===== src/rtl/seg_scan_ctrl.sv =====
// Six-digit common-anode scan controller: per-digit slots, blanking gap at each digit change, optional blink.
// Optional blink logic is compiled in when the macro SEG_SCAN_BLINK_EN is defined.
module seg_scan_ctrl #(
  parameter int SCAN_DIV     = 50000,
  parameter int BLANK_CYC    = 500,
  parameter int BLINK_FRAMES = 64
) (
  input  logic        clk,
  input  logic        rst,
  input  logic        enable,
  input  logic [41:0] seg_bus,
  input  logic [5:0]  blink_mask,
  output logic [7:0]  led,
  output logic [6:0]  content,
  output logic [2:0]  digit_sel,
  output logic        frame_done
);

  localparam int CNT_W = $clog2(SCAN_DIV);
  localparam logic [CNT_W-1:0] CNT_LAST  = CNT_W'(SCAN_DIV - 1);
  localparam logic [CNT_W:0]   BLANK_LEN = (CNT_W + 1)'(BLANK_CYC);
  localparam logic [2:0]       DIG_LAST  = 3'd5;

  localparam logic [1:0] ST_OFF   = 2'd0;
  localparam logic [1:0] ST_BLANK = 2'd1;
  localparam logic [1:0] ST_SHOW  = 2'd2;

  logic [1:0]       state_r, state_s;
  logic [CNT_W-1:0] cnt_r, cnt_s;
  logic [2:0]       digit_r, digit_s;
  logic             frame_wrap_s;
  logic             running_s;
  logic             in_blank_s;
  logic             blank_digit_s;
  logic [6:0]       slice_s;
  logic [7:0]       led_r, led_s;
  logic [6:0]       content_r, content_s;
  logic             frame_done_r;

  assign running_s = (state_r == ST_BLANK) || (state_r == ST_SHOW);

  // Slot counter and digit walk; the first enabled cycle (or any illegal state) starts at digit 0, cnt 0.
  always_comb begin
    cnt_s        = cnt_r;
    digit_s      = digit_r;
    frame_wrap_s = 1'b0;
    if (!enable) begin
      cnt_s   = {CNT_W{1'b0}};
      digit_s = 3'd0;
    end else if (!running_s) begin
      cnt_s   = {CNT_W{1'b0}};
      digit_s = 3'd0;
    end else if (cnt_r == CNT_LAST) begin
      cnt_s = {CNT_W{1'b0}};
      if (digit_r == DIG_LAST) begin
        digit_s      = 3'd0;
        frame_wrap_s = 1'b1;
      end else begin
        digit_s = digit_r + 3'd1;
      end
    end else begin
      cnt_s = cnt_r + CNT_W'(1);
    end
  end

  // cnt_s + 1 <= BLANK_CYC is cnt_s < BLANK_CYC without a constant-false compare when BLANK_CYC is 0.
  assign in_blank_s = ({1'b0, cnt_s} + (CNT_W + 1)'(1)) <= BLANK_LEN;

  // Next FSM state follows the slot position.
  always_comb begin
    state_s = ST_OFF;
    if (!enable) begin
      state_s = ST_OFF;
    end else if (in_blank_s) begin
      state_s = ST_BLANK;
    end else begin
      state_s = ST_SHOW;
    end
  end

`ifdef SEG_SCAN_BLINK_EN
  localparam int FR_W = $clog2(BLINK_FRAMES + 1);
  localparam logic [FR_W-1:0] FR_LAST = FR_W'(BLINK_FRAMES - 1);

  logic [FR_W-1:0] frame_cnt_r, frame_cnt_s;
  logic            blink_phase_r, blink_phase_s;
  logic            mask_bit_s;

  // Frame counter toggles the blink phase every BLINK_FRAMES frames.
  always_comb begin
    frame_cnt_s   = frame_cnt_r;
    blink_phase_s = blink_phase_r;
    if (!enable) begin
      frame_cnt_s   = {FR_W{1'b0}};
      blink_phase_s = 1'b0;
    end else if (frame_wrap_s) begin
      if (frame_cnt_r == FR_LAST) begin
        frame_cnt_s   = {FR_W{1'b0}};
        blink_phase_s = ~blink_phase_r;
      end else begin
        frame_cnt_s = frame_cnt_r + FR_W'(1);
      end
    end else begin
      frame_cnt_s = frame_cnt_r;
    end
  end

  // Mask bit of the digit about to be shown.
  always_comb begin
    case (digit_s)
      3'd0:    mask_bit_s = blink_mask[0];
      3'd1:    mask_bit_s = blink_mask[1];
      3'd2:    mask_bit_s = blink_mask[2];
      3'd3:    mask_bit_s = blink_mask[3];
      3'd4:    mask_bit_s = blink_mask[4];
      3'd5:    mask_bit_s = blink_mask[5];
      default: mask_bit_s = 1'b1;
    endcase
  end

  assign blank_digit_s = blink_phase_s & mask_bit_s;

  // Blink state registers.
  always_ff @(posedge clk) begin
    if (rst) begin
      frame_cnt_r   <= {FR_W{1'b0}};
      blink_phase_r <= 1'b0;
    end else begin
      frame_cnt_r   <= frame_cnt_s;
      blink_phase_r <= blink_phase_s;
    end
  end
`else
  logic mask_unused_s;
  assign mask_unused_s = ^blink_mask;
  assign blank_digit_s = 1'b0;
`endif

  // Digit enable and segment slice for the upcoming digit; out-of-range digits stay dark.
  always_comb begin
    led_s   = 8'hFF;
    slice_s = 7'h7F;
    case (digit_s)
      3'd0: begin led_s = 8'hFE; slice_s = seg_bus[6:0];   end
      3'd1: begin led_s = 8'hFD; slice_s = seg_bus[13:7];  end
      3'd2: begin led_s = 8'hFB; slice_s = seg_bus[20:14]; end
      3'd3: begin led_s = 8'hF7; slice_s = seg_bus[27:21]; end
      3'd4: begin led_s = 8'hEF; slice_s = seg_bus[34:28]; end
      3'd5: begin led_s = 8'hDF; slice_s = seg_bus[41:35]; end
      default: begin led_s = 8'hFF; slice_s = 7'h7F; end
    endcase
    if (state_s != ST_SHOW) begin
      led_s   = 8'hFF;
      content_s = 7'h7F;
    end else if (blank_digit_s) begin
      content_s = 7'h7F;
    end else begin
      content_s = slice_s;
    end
  end

  // State, counters and registered outputs.
  always_ff @(posedge clk) begin
    if (rst) begin
      state_r      <= ST_OFF;
      cnt_r        <= {CNT_W{1'b0}};
      digit_r      <= 3'd0;
      led_r        <= 8'hFF;
      content_r    <= 7'h7F;
      frame_done_r <= 1'b0;
    end else begin
      state_r      <= state_s;
      cnt_r        <= cnt_s;
      digit_r      <= digit_s;
      led_r        <= led_s;
      content_r    <= content_s;
      frame_done_r <= frame_wrap_s;
    end
  end

  assign led        = led_r;
  assign content    = content_r;
  assign digit_sel  = digit_r;
  assign frame_done = frame_done_r;

endmodule


===== config.mk =====
export PLATFORM = sky130hd
export DESIGN_NAME = seg_scan_ctrl
export DESIGN_NICKNAME = d
export VERILOG_FILES = /design/src/rtl/seg_scan_ctrl.sv
export SDC_FILE = /design/constraint.sdc
export NUM_CORES = 1
export LEC_CHECK = 0
export ABC_AREA = 1
export ABC_CLOCK_PERIOD_IN_PS = 2450
export BUFFER_PORTS_ARGS = -buffer_cell sky130_fd_sc_hd__clkbuf_2
export CORE_MARGIN = 3
export CORE_UTILIZATION = 40
export CTS_BUF_LIST = sky130_fd_sc_hd__clkbuf_4
export DETAILED_ROUTE_END_ITERATION = 16
export SETUP_SLACK_MARGIN = 0.2
export SYNTH_ARGS = -nofsm -noshare
export SYNTH_HDL_FRONTEND = slang
export SYNTH_SLANG_ARGS = --single-unit
export TNS_END_PERCENT = 50

===== constraint.sdc =====
create_clock -name clk -period 2.45 [get_ports clk]
set_input_delay 0.49 -clock clk [delete_from_list [all_inputs] [get_ports clk]]
set_output_delay 0.49 -clock clk [all_outputs]
set_load 0.1 [all_outputs]

==> results of run 1 <==
==> routing by layer <==
metal  global-route usage  share of wire  vias to the layer above
met5                    0              0                        -
met4              0.05150          0.016                        0
met3              0.02711          0.054                       11
met2               0.4287           0.51                      110
met1               0.2601           0.42                     1298
li1                     -              -                     1490
==> Yosys cell counts, drive strengths merged, types with 2 or more instances <==
library cell | number | share of area
inv | 44 | 0.071
nand2 | 128 | 0.21
o21ai | 6 | 0.013
o21bai | 2 | 0.0064
a21oi | 3 | 0.011
nor2 | 93 | 0.17
dfxtp | 35 | 0.30
clkbuf | 3 | 0.0048
nor3 | 4 | 0.0086
buf | 3 | 0.011
nand3 | 56 | 0.13
nand4 | 19 | 0.051
==> critical path, delay by kind of cell (launching register included) <==
family	cells	cell delay (ns)
DFF	1	0.38
adders and majority gates	1	0.16
buffers and inverters	1	0.10
and+or+nand+nor	13	1.61
==> worst min path at each step <==
stage                 startpoint         end  slack (ns)
global placement    digit_sel[1]  frame_done        0.54
finish               seg_bus[28]  content[0]        0.44
floorplan               cnt_r[0]    cnt_r[0]        0.44
global route         seg_bus[28]  content[0]        0.47
CTS                  seg_bus[28]  content[0]        0.45
detailed placement  digit_sel[1]  frame_done        0.56
==> cell type report <==
type	count	share of cell area
inverters	44	0.04981
clock buffers	5	0.01132
flip-flops and latches	35	0.2166
clock inverters	3	0.006038
multi-input cells	318	0.4962
repair buffers	105	0.1928
well taps	72	0.02717
==> sequential cells by signal, indices dropped and copies added, names as in the netlist <==
signal      count
digit_sel       3
frame_done      1
state_r         2
led             6
cnt_r          16
content         7
==> cells by family (layout without fill, tap and decap cells) <==
| family | after synthesis | in the layout | synth area share |
|---|---|---|---|
| other cells | 1 | 2 | 0.001606 |
| buf+inv | 50 | 157 | 0.08681 |
| flops | 35 | 35 | 0.3001 |
| fa+ha+maj | 1 | 1 | 0.005358 |
| compound gates | 12 | 12 | 0.03322 |
| xor+xnor | 2 | 2 | 0.007504 |
| simple gates | 300 | 301 | 0.5654 |
==> where the power goes <==
group,internal (mW),switching (mW),total (mW)
sequential,0.568,0.000959,0.569
clock,0.110,0.219,0.329
combinational,0.0417,0.0570,0.0988
==> per-stage QoR <==
| stage | util | hold WS [ns] | instance area (um^2) |
|---|---|---|---|
| 2_1_floorplan | - | 0.4409 | 2340 |
| 3_3_place_gp | 0.5270 | 0.5430 | 2938 |
| 3_5_place_dp | 0.5270 | 0.5614 | 2938 |
| 4_1_cts | 0.5742 | 0.4458 | 3201 |
| 5_1_grt | 0.5948 | 0.4651 | 3316 |
| 6_report | 0.5948 | 0.4376 | 3316 |
==> what timing repair did <==
action                     CTS  global route
gates resized for setup     45            28
pin swaps                   22            16
setup endpoints to repair   15            15
setup buffers                7             5
cloned                       1             0
==> out/metrics.cfg, run 1 <==
[timing]
hold_violations=0
final-max-slew-violation-count=0
fmax_mhz=434.0
fin_crit_ns=2.304
tns_ns=0
rsz0062_at_grt=true
tightest_slew_ns=0.5585
timing.final.crit_share=0.9405
setup_ws_ns=0.1457
setup-violations-final=0
relSlewSlack=0.6292
fin_skew_ns=0.002419

[cells_and_area]
layout-drive-gt1-share=0.3686
final_nets=561
seq_area_um2=718.2
antenna_cells=0
multiInputGateArea_um2=1645
fin_cells=582
final_cell_mix=nand2_1 (114), nor2_1 (62), clkbuf_2 (61), nand3_1 (47), buf_4 (43)
area_growth_pct=42.02
final_common_cell=nand2_1
fillers=554

[synth]
syn-cell-area_um2=2335
synth-edff-count=0
yosys_register_bits=35
ys_seq_area_frac=0.3001
ys.flop_type=dfxtp_1
synthArstFlopShare=0
synth_cells=401
postSynthAreaPerCell_um2=5.822
yosys_warnings=0
synth_cell_types=26

[setup_path]
rr_worst_depth=15
crit_path_max_fanout=7
r2r_end=state_r[0]
ff2ff_setup_slack_ns=0.15
critPathCapture=state_r[0]
crit_path_frequent_cell=nor2_4
path_cells=ha_4 > nand3_4 > nor2_4 > nand2_4 > nand4_1 > inv_2 > nand2_2 > nor2_4 > nand2_1 > nand2_1 > nor2_2 > nand2_2 > nor2_4 > nand2_4 > nor2_1
critPathKind=flop to flop
arrival_ns=2.60
worst_path_max_delay_cell=dfxtp_2
cp-startpoint=cnt_r[0]
r2r-start=cnt_r[0]
cp-start-kind=flop
critPathMaxStageDelay_ns=0.38
required_ns=2.75
endpoint_kind=flop

[detailed_routing]
first_pass_iters=4
dr_total_vias=2909
ant_nets=0
drt-initial-drc-count=162
route.detailed.drc=0
routed_wirelength_um=7416
wl_per_cell_um=12.74
vias_per_cell=4.998

[place]
port_buffers=61
gp_congestion=0.8299
dp_slack_ns=-0.09644
place.detailed.instances=561
hpwl_um=5473

[grt]
grt_start_max_net_pins=18
grt_pass1_vias=2745
grt_antenna_before_repair=0
grt_overflow_total=0
grt_pass1_wl_um=11900
grt_usage=0.2235

[power]
p_per_area_nw_per_um2=300.6
peakVddDrop_mv=0.1551
leakagePower_nw=1.491
totalPowerFinal_mw=0.9966

[clocking]
postCtsHoldBufs=0
root_buffer=clkbuf_4
cts_buffer_depth=2
cts_sinks=35
h-tree-depth=2
clk_pin_slew_ns=0.12
cts_buffers=5
clk_latency_ns=0.35
cts_tree=done

[run]
maxCapViolCount=0

[worst_hold_path]
hp-class=primary input to flop
hold_path_depth=5

[floorplanning]
die-area_um2=6790
start_util=0.4189
coreArea_um2=5574
die_x_um=82.40
die_height_um=82.40
io_pins=70
rows=27

[status]
outcome=finished clean

No activity file was read; power rests on OpenSTA's default activity.
==> inputs of run 2 (changes only) <==
--- a/config.mk
+++ b/config.mk
@@ -6,7 +6,7 @@
 export NUM_CORES = 1
 export LEC_CHECK = 0
 export ABC_AREA = 1
-export ABC_CLOCK_PERIOD_IN_PS = 2450
+export ABC_CLOCK_PERIOD_IN_PS = 2300
 export BUFFER_PORTS_ARGS = -buffer_cell sky130_fd_sc_hd__clkbuf_2
 export CORE_MARGIN = 3
 export CORE_UTILIZATION = 40
==> constraint.sdc (replaced) <==
create_clock -name clk -period 2.3 [get_ports clk]
set_input_delay 0.46 -clock clk [delete_from_list [all_inputs] [get_ports clk]]
set_output_delay 0.46 -clock clk [all_outputs]
set_load 0.1 [all_outputs]
==> out/metrics.cfg, run 2 (synthesis gave the netlist of run 1 again) <==
[setup_path]
path_cells=ha_4 > nand3_4 > nor2_4 > nand2_4 > nand4_1 > inv_2 > nand2_4 > nor2_4 > nand3_1 > nand2_1 > nand2_1 > inv_2 > nand2_2 > nor2_4 > buf_6 > a21oi_1
critPathKind=flop to flop
cp-startpoint=cnt_r[0]
ff2ff_setup_slack_ns=0.007  ; -0.14 ns
r2r_end=state_r[1]
rr_worst_depth=16  ; +1
crit_family=simple AND/OR/NAND/NOR gates
worst_path_max_delay_cell=dfxtp_4
r2r-start=cnt_r[0]
crit_path_max_fanout=8  ; +1
arrival_ns=2.54  ; -0.06 ns
endpoint_kind=flop
critPathMaxStageDelay_ns=0.37  ; about the same
path_buf_inv=3  ; +2
required_ns=2.54  ; -0.21 ns
crit_path_frequent_cell=nor2_4
cp-start-kind=flop

[power]
p_int_mw=0.7814  ; +8.7%
p_per_area_nw_per_um2=295.1  ; -1.8%
p_sw_mw=0.2814  ; +1.4%
seq_power_share=0.570  ; about the same
totalPowerFinal_mw=1.063  ; +6.7%
switching_share=0.2648  ; -0.01364
p_clk_frac=0.321  ; -0.009
leakagePower_nw=1.634  ; +9.6%
peakVddDrop_mv=0.1613  ; +4.0%
power_frac_comb=0.109  ; +0.010

[clocking]
h-tree-depth=2  ; unchanged
cts_buffer_depth=2  ; unchanged
clk_pin_slew_ns=0.11  ; about the same
root_buffer=clkbuf_4
cts_tree=done
cts_sinks=35  ; unchanged
cts_buffers=5  ; unchanged
postCtsHoldBufs=0  ; unchanged
clk_latency_ns=0.35  ; about the same

[cells_and_area]
final_cell_mix=nand2_1 (107), clkbuf_2 (61), buf_4 (56), nor2_1 (54), nand3_1 (40)
antenna_cells=0  ; unchanged
final_nets=579  ; +3.2%
area_growth_pct=54.29
utilization=0.6462  ; +0.05140
top_register=cnt_r
largest_reg_flops=16  ; unchanged
design_area_um2=3602  ; +8.6%
fin_cells=600  ; +3.1%
layout-drive-gt1-share=0.4356  ; +0.06698
final_common_cell=nand2_1

[detailed_routing]
dr_total_vias=2932  ; +0.79%
vias_per_cell=4.887  ; -2.2%
drt-initial-drc-count=127  ; -22%
wl_per_cell_um=12.50  ; -1.9%
route.detailed.drc=0  ; unchanged
first_pass_iters=4  ; unchanged
routed_wirelength_um=7498  ; +1.1%
ant_nets=0  ; unchanged

[timing]
timing.final.crit_share=0.9969  ; +0.05637
rsz0062_at_grt=true
final-max-slew-violation-count=0  ; unchanged
fmax_mhz=436.1  ; +0.50%
setup-violations-final=0  ; unchanged
setup_ws_ns=0.007086  ; -0.1386 ns
fin_crit_ns=2.293  ; -0.01143 ns
fin_skew_ns=0.008325  ; +0.005906 ns
hold_violations=0  ; unchanged
tightest_slew_ns=0.5580  ; -0.0005009 ns
hold_ws_ns=0.4180  ; -0.01965 ns
relSlewSlack=0.6276  ; -0.001659
tns_ns=0  ; unchanged

[place]
placed_area_um2=3088  ; +5.1%
hpwl_um=5511  ; +0.70%
port_buffers=61  ; unchanged
dp_slack_ns=-0.1243  ; -0.02781 ns
place.detailed.instances=576  ; +2.7%
gp_congestion=0.8376  ; +0.93%

[grt]
grt_pass1_vias=2753  ; +0.29%
grt_start_max_net_pins=18  ; unchanged
grt_antenna_before_repair=0  ; unchanged
grt_usage=0.2290  ; +0.005465
grt_overflow_total=0  ; unchanged
grt_pass1_wl_um=12070  ; +1.5%

[worst_hold_path]
hold_end=content[2]
hold_path_depth=5  ; unchanged
hp-class=primary input to flop
worst_hold_startpoint=seg_bus[23]

[status]
outcome=finished clean

[run]
maxCapViolCount=0  ; unchanged

[floorplanning]
coreArea_um2=5574  ; unchanged
die_x_um=82.40  ; unchanged
rows=27  ; unchanged
start_util=0.4189  ; unchanged
die-area_um2=6790  ; unchanged
die_height_um=82.40  ; unchanged
io_pins=70  ; unchanged

[run 2: cell types whose count changed in the layout (fill, tap and decap cells not counted), moves of 3 or more]
cell	change
buf_4	+13
buf_6	+5
nand2_1	-7
nand2_2	+3
nand2_4	+4
nand3_1	-7
nand3_2	+7
nor2_1	-8
nor2_4	+6
[run 2: area by class of cell]
| type | instances | area [um^2] |
|---|---|---|
| clock buffers | 6 | 45.04 |
| flip-flops and latches | 35 | 719.4 |
| clock inverters | 2 | 7.507 |
| fillers | 520 | 1972 |
| multi-input cells | 318 | 1779 |
| repair buffers | 123 | 793.3 |
| well taps | 72 | 90.09 |
| inverters | 44 | 167.7 |
[run 2: tightest hold or removal path, stage by stage]
cell	delay (ns)
clkbuf_2	0.08
nand2_1	0.04
nand4_1	0.06
nor2_1	0.04
nand3_1	0.06
[run 2: power groups by stage]
stage                     registers [mW]  logic, mW  clock network (mW)
after floorplan                    0.622     0.0500                   0
after global placement             0.622      0.105                   0
after detailed placement           0.622      0.106                   0
after CTS                          0.606      0.110               0.347
after global routing               0.607      0.127               0.374
final                              0.606      0.115               0.341
[run 2: layer usage]
layer / track usage / vias up / part of all wire
met2: 0.4327 / 84 / 0.52
met4: 0.07309 / 0 / 0.025
met5: 0 / - / 0
met1: 0.2614 / 1297 / 0.41
li1: - / 1529 / -
met3: 0.03145 / 22 / 0.051
[run 2: repair_timing]
item / in CTS / in global routing
cloned: 1 / 0
buffers inserted: 9 / 6
pin swaps: 22 / 14
gates resized for setup: 61 / 43
setup endpoints to repair: 15 / 15
[run 2: worst max-delay path by stage]
stage | cells past startpoint | slack [ns] | end
global placement | 13 | -0.1 | led[2]
global route | 17 | -0.17 | content[1]
CTS | 17 | 0.11 | state_r[1]
detailed placement | 16 | -0.12 | content[2]
floorplan | 10 | 0.22 | content[4]
finish | 16 | 0.007 | state_r[1]
